$ cat src/rtl/comma_word_builder.sv
// Builds a word_size-bit word whose lowest 3'b101 has its MSB at index_in, one bit per clock, LSB first.
// Optional serial transmit of the finished word is enabled by defining COMMA_SER_TX_EN.
module comma_word_builder #(
  parameter int word_size  = 16,
  parameter int index_size = 4
) (
  input  logic                  clk,
  input  logic                  rst,
  input  logic                  start,
  input  logic [index_size-1:0] index_in,
  input  logic [word_size-1:0]  fill_in,
  output logic                  busy,
  output logic                  done,
  output logic                  err,
  output logic [word_size-1:0]  word_out
`ifdef COMMA_SER_TX_EN
  ,
  output logic                  ser_out,
  output logic                  ser_valid
`endif
);

  localparam int PW = $clog2(word_size);
  localparam int CW = PW + 1;

  localparam logic [2:0] ST_IDLE  = 3'd0;
  localparam logic [2:0] ST_CHECK = 3'd1;
  localparam logic [2:0] ST_BUILD = 3'd2;
  localparam logic [2:0] ST_SHIFT = 3'd3;
  localparam logic [2:0] ST_DONE  = 3'd4;

  logic [2:0]            state_q, state_d;
  logic [index_size-1:0] idx_q, idx_d;
  logic [word_size-1:0]  fill_q, fill_d;
  logic [word_size-1:0]  w_q, w_d;
  logic [CW-1:0]         p_q, p_d;
  logic                  prev1_q, prev1_d;
  logic                  prev2_q, prev2_d;
  logic [word_size-1:0]  word_out_q, word_out_d;
  logic                  err_q, err_d;

  logic bit_v;
  int   p_i;
  int   i_i;

  always_comb begin
    state_d    = state_q;
    idx_d      = idx_q;
    fill_d     = fill_q;
    w_d        = w_q;
    p_d        = p_q;
    prev1_d    = prev1_q;
    prev2_d    = prev2_q;
    word_out_d = word_out_q;
    err_d      = err_q;
    bit_v      = 1'b0;
    p_i        = int'(p_q);
    i_i        = int'(idx_q);

    case (state_q)
      ST_IDLE: begin
        if (start) begin
          idx_d   = index_in;
          fill_d  = fill_in;
          w_d     = '0;
          p_d     = '0;
          prev1_d = 1'b0;
          prev2_d = 1'b0;
          state_d = ST_CHECK;
        end
      end
      ST_CHECK: begin
        if (i_i == 1 || i_i > word_size - 1) begin
          err_d      = 1'b1;
          word_out_d = '0;
          state_d    = ST_DONE;
        end else begin
          state_d = ST_BUILD;
        end
      end
      ST_BUILD: begin
        if (i_i != 0 && p_i == i_i) begin
          bit_v = 1'b1;
        end else if (i_i != 0 && p_i == i_i - 1) begin
          bit_v = 1'b0;
        end else if (i_i != 0 && p_i == i_i - 2) begin
          bit_v = 1'b1;
        end else if (i_i != 0 && (p_i == i_i - 3 || p_i == i_i - 4)) begin
          bit_v = 1'b0;
        end else if (i_i == 0 || p_i < i_i - 4) begin
          // prev bits start at 0, so the 1-0 prefix can only match once p >= 2
          bit_v = fill_q[p_q[PW-1:0]] & ~(prev2_q & ~prev1_q);
        end else begin
          bit_v = fill_q[p_q[PW-1:0]];
        end
        w_d[p_q[PW-1:0]] = bit_v;
        prev2_d = prev1_q;
        prev1_d = bit_v;
        p_d     = p_q + 1'b1;
        if (p_i == word_size - 1) begin
          err_d = 1'b0;
`ifdef COMMA_SER_TX_EN
          p_d     = '0;
          state_d = ST_SHIFT;
`else
          word_out_d = w_d;
          state_d    = ST_DONE;
`endif
        end
      end
`ifdef COMMA_SER_TX_EN
      ST_SHIFT: begin
        p_d = p_q + 1'b1;
        if (p_i == word_size - 1) begin
          word_out_d = w_q;
          state_d    = ST_DONE;
        end
      end
`endif
      ST_DONE: begin
        state_d = ST_IDLE;
      end
      default: begin
        state_d = ST_IDLE;
      end
    endcase
  end

  always_ff @(posedge clk) begin
    if (rst) begin
      state_q    <= ST_IDLE;
      idx_q      <= '0;
      fill_q     <= '0;
      w_q        <= '0;
      p_q        <= '0;
      prev1_q    <= 1'b0;
      prev2_q    <= 1'b0;
      word_out_q <= '0;
      err_q      <= 1'b0;
    end else begin
      state_q    <= state_d;
      idx_q      <= idx_d;
      fill_q     <= fill_d;
      w_q        <= w_d;
      p_q        <= p_d;
      prev1_q    <= prev1_d;
      prev2_q    <= prev2_d;
      word_out_q <= word_out_d;
      err_q      <= err_d;
    end
  end

  assign busy     = (state_q == ST_CHECK) || (state_q == ST_BUILD) || (state_q == ST_SHIFT);
  assign done     = (state_q == ST_DONE);
  assign err      = err_q;
  assign word_out = word_out_q;

`ifdef COMMA_SER_TX_EN
  assign ser_valid = (state_q == ST_SHIFT);
  assign ser_out   = (state_q == ST_SHIFT) ? w_q[p_q[PW-1:0]] : 1'b0;
`endif

endmodule

$ cat config.mk
export PLATFORM = sky130hd
export DESIGN_NAME = comma_word_builder
export DESIGN_NICKNAME = d
export VERILOG_FILES = /design/src/rtl/comma_word_builder.sv
export SDC_FILE = /design/constraint.sdc
export NUM_CORES = 1
export LEC_CHECK = 0
export BUFFER_PORTS_ARGS = -buffer_cell sky130_fd_sc_hd__buf_2
export CORE_MARGIN = 8
export CORE_UTILIZATION = 39
export CTS_CLUSTER_DIAMETER = 40
export DETAILED_ROUTE_END_ITERATION = 8
export PLACE_DENSITY = 0.63
export SLEW_MARGIN = 20
export SYNTH_ARGS = -nofsm -noshare
export SYNTH_HDL_FRONTEND = slang
export SYNTH_SLANG_ARGS = --single-unit
$ cat constraint.sdc
create_clock -name clk -period 2.8 [get_ports clk]
set_input_delay 0.28 -clock clk [delete_from_list [all_inputs] [get_ports clk]]
set_output_delay 0.28 -clock clk [all_outputs]
set_load 0.01 [all_outputs]
==> qor.txt <==
data required time at the worst endpoint - 3.05 ns
count of yosys warnings during synthesis - 0
vias in the first global route - 3078
CTS root buf - sky130_fd_sc_hd__clkbuf_8
count of standard-cell rows - 34
overall track demand over capacity in global routing - 0.1569
CTS buffer count - 9
setup slack after placement - 0.2711 ns
clock tree from TritonCTS - built
max_slew headroom - 0.5934
CP Launch Type - register
ranking of synthesized cells by area - sky130_fd_sc_hd__dfxtp_1, sky130_fd_sc_hd__nand2_1, sky130_fd_sc_hd__nand3_1
clk sinks - 63
Post-Route Utilization - 0.4687
deepest level of the CTS H-tree - 3
library cell with the largest summed area after synthesis - sky130_fd_sc_hd__dfxtp_1
Top-Level Pins - 42
most used cell along the critical path - sky130_fd_sc_hd__ha_1
global placer's final weighted congestion - 0.8340
Crit Path Max Fanout - 17
fraction of layout instances using a drive strength above 1 - 0.2215
IR drop worst, VDD - 0.2672 mV
clock tree skew after final layout - 0.01191 ns
startpoint-to-endpoint class of the critical path - reg2reg
class of the worst hold path - in2reg
final wirelength - 8883 um
Via-to-Cell Ratio - 5.647
die boundary width - 109.5 um
non-filler instance count after layout - 564
antenna violations before repair - 0
Final Critical Period - 2.547 ns
number of endpoints with negative hold slack in the final report - 0
CTS clk-pin slew, worst paths - 0.08 ns
Initial DRT Pass Iterations - 5
number of synthesized register bits - 63
area of the die - 11990 sq um
Total Nets Final - 490
arrival time reported for the critical path endpoint - 2.80 ns
maximum single-stage delay on the critical path - 0.41 ns
DRC errors left - 0
setup violation total in the final timing report - 0
global-route wire length before repair - 15200 um
count of flip-flops with a built-in enable after synthesis - 0
Fin Setup TNS - 0 ns
power consumption - 2206 uW
HPWL reported at the end of detailed placement - 5952 um
max-capacitance violation count - 0
Flop pwr share - 0.427
setup fix buffers added after clock tree synthesis - 0
relative contribution of the clock network to total power - 0.433
buffers plus inverters on the worst setup path - 2
share of async-settable or async-resettable flops after synthesis - 0
Post-Synthesis Net Count - 453
proportion of total power due to net switching - 0.2622
measured slew at the worst slew-check pin - 0.6014 ns
library cell contributing the largest single delay on the critical path - sky130_fd_sc_hd__dfxtp_1
Detail Route Antenna Nets - 0
drt first-iter violations - 219
Worst path top cell family by delay - compound AO/OA/AOI/OAI gates
initial core utilization - 0.3968
GR Overflow Total - 0
PwrDens - 547.6 nW/um^2
clock buffer depth - 2
total vias in the final route - 3185
Core Area - 8593 sq um
category of the worst setup path capture point - register
switching power of the nets - 578.3 uW
global-route met1 utilization - 0.2042
input/output buffers - 41
Worst-Skew Late Latency - 0.34 ns
Synth Flop Type - sky130_fd_sc_hd__dfxtp_1
maximum frequency from static timing analysis - 0.3927 GHz
GRT met3 Usage - 0.03751
leakage power summed over all cells - 0.001484 uW
most congested layer reported by global routing - met2
cell count after synthesis - 414
post-layout worst setup margin - 0.2534 ns
Synth cell types - 46
P_int - 1627 uW
Routed WL per cell - 15.75 um
Mean Syn Cell Area - 8.236 sq um
met2 usage - 0.2515
ordered cell list for the critical path - inv_1 > ha_1 > ha_1 > o211ai_1 > a22o_1 > a311oi_4 > a31oi_4 > buf_12 > o31ai_1
Layout area overhead - 18.13%
netlist area before placement - 3410 sq um
Antenna Cells - 0
Slew Limit Fails - 0
Post-Place Cells - 548
fraction of the yosys area taken by sequential cells - 0.3699
Yosys top cell area share - 0.3699
period utilization - 0.9095
result of the run - finished, final reports clean
pin count of the biggest net entering global routing - 41
setup repair after global routing missed its margin - no
floorplan die height - 109.5 um
portion of total power attributed to combinational logic - 0.140
-- sequential cells by signal, indices dropped and copies added (netlist names) --
register  flops
word_out     16
idx_q         4
w_q          16
err           1
fill_q       16
p_q           5
state_q       3
prev2_q       1
prev1_q       1
-- path summary, 6_finish.rpt --
kind	startpoint	to	slack, ns	cells past startpoint
setup / recovery	idx_q[2]$_SDFFE_PP0P_	word_out[3]$_SDFFE_PP0P_	0.25	9
setup reg to reg	idx_q[2]$_SDFFE_PP0P_	word_out[3]$_SDFFE_PP0P_	0.25	9
hold / removal	index_in[2]	idx_q[2]$_SDFFE_PP0P_	0.17	3
hold reg to reg	fill_q[12]$_SDFFE_PP0P_	fill_q[12]$_SDFFE_PP0P_	0.46	2
-- logic make-up (layout without fill, tap and decap cells) --
group / after synthesis / in the layout / share of synthesized area
AOI/OAI and AO/OA: 99 / 99 / 0.2228
and+or+nand+nor: 176 / 176 / 0.2400
muxes: 5 / 5 / 0.02936
buffers and inverters: 47 / 89 / 0.05652
DFF: 63 / 63 / 0.3699
xor gates and xnor gates: 8 / 8 / 0.02275
adders and majority gates: 16 / 16 / 0.05872
-- power groups by stage --
stage                     Sequential (uW)  Combinational, uW  Clock (uW)
after global placement                962                304           0
after CTS                             943                310         976
final                                 942                309         954
after floorplan                       954                219           0
after global routing                  947                341        1010
after detailed placement              963                309           0
-- through the flow --
| stage | hold WS [ns] | area (sq um) |
|---|---|---|
| floorplan | 0.4160 | 3410 |
| global placement | 0.4409 | 3790 |
| detailed placement | 0.4487 | 3790 |
| CTS | 0.1560 | 4026 |
| global route | 0.1649 | 4028 |
| finish | 0.1674 | 4028 |
-- Yosys cell counts, types with 3 or more instances --
cell type                  number
sky130_fd_sc_hd__ha_1          16
sky130_fd_sc_hd__nand3_1       41
sky130_fd_sc_hd__nor2_1        29
sky130_fd_sc_hd__a32oi_1       16
sky130_fd_sc_hd__dfxtp_1       63
sky130_fd_sc_hd__and3_1         3
sky130_fd_sc_hd__clkbuf_1      30
sky130_fd_sc_hd__nor2b_1        6
sky130_fd_sc_hd__nor3b_1        3
sky130_fd_sc_hd__xnor2_1        4
sky130_fd_sc_hd__nand2_1       65
sky130_fd_sc_hd__a21oi_1       33
sky130_fd_sc_hd__nand4_1       15
sky130_fd_sc_hd__nor3_1         6
sky130_fd_sc_hd__mux4_2         4
sky130_fd_sc_hd__o31ai_1        7
sky130_fd_sc_hd__a211oi_1       3
sky130_fd_sc_hd__a22oi_1        3
sky130_fd_sc_hd__buf_2          4
sky130_fd_sc_hd__a31oi_1       13
sky130_fd_sc_hd__a22o_1         3
sky130_fd_sc_hd__inv_1         10
sky130_fd_sc_hd__o31ai_2        9
sky130_fd_sc_hd__xor2_1         3
-- timing repair --
action                                 CTS  global route
resized for setup                        0             1
hold buffers                             0             0
setup endpoints to repair                0             1
endpoints found under the hold margin    0             0
-- cells in the final DEF (no fill, tap or decap), types with 2 or more instances in the layout --
| master | count |
|---|---|
| sky130_fd_sc_hd__xnor2_1 | 4 |
| sky130_fd_sc_hd__xor2_1 | 3 |
| sky130_fd_sc_hd__clkinv_2 | 2 |
| sky130_fd_sc_hd__and3_1 | 3 |
| sky130_fd_sc_hd__o31ai_1 | 7 |
| sky130_fd_sc_hd__a22o_1 | 3 |
| sky130_fd_sc_hd__a31oi_1 | 13 |
| sky130_fd_sc_hd__o31ai_2 | 9 |
| sky130_fd_sc_hd__dfxtp_1 | 63 |
| sky130_fd_sc_hd__a22oi_1 | 3 |
| sky130_fd_sc_hd__nor2_1 | 29 |
| sky130_fd_sc_hd__ha_1 | 16 |
| sky130_fd_sc_hd__nand4_1 | 15 |
| sky130_fd_sc_hd__nor3_1 | 6 |
| sky130_fd_sc_hd__buf_4 | 21 |
| sky130_fd_sc_hd__bufinv_16 | 3 |
| sky130_fd_sc_hd__nand2_1 | 65 |
| sky130_fd_sc_hd__a211oi_1 | 3 |
| sky130_fd_sc_hd__buf_2 | 41 |
| sky130_fd_sc_hd__mux4_2 | 4 |
| sky130_fd_sc_hd__nor2b_1 | 6 |
| sky130_fd_sc_hd__inv_1 | 10 |
| sky130_fd_sc_hd__a21oi_1 | 33 |
| sky130_fd_sc_hd__nand3b_1 | 2 |
| sky130_fd_sc_hd__clkbuf_8 | 9 |
| sky130_fd_sc_hd__nand3_1 | 41 |
| sky130_fd_sc_hd__nor3b_1 | 2 |
| sky130_fd_sc_hd__a32oi_1 | 16 |
| sky130_fd_sc_hd__and2_1 | 2 |
-- metal layers --
metal | routed length [um] | share of wire
met1 | 4091 | 0.46
met4 | 100 | 0.011
met3 | 599 | 0.067
met2 | 4091 | 0.46
met5 | 0 | 0
-- area by class of cell --
| type | count | area (sq um) |
|---|---|---|
| well taps | 108 | 135.1 |
| inverters | 10 | 37.54 |
| clock buffers | 10 | 127.6 |
| flip-flops and latches | 63 | 1261 |
| repair buffers | 63 | 382.9 |
| fillers | 854 | 4566 |
| clock inverters | 6 | 108.9 |
| multi-input cells | 304 | 1974 |
-- tightest hold or removal path, delay by kind of cell --
| kind | cells | cell delay (ns) |
|---|---|---|
| compound gates | 1 | 0.05 |
| buf+inv | 1 | 0.10 |
| simple gates | 1 | 0.04 |
(Power assumes the default switching activity.)
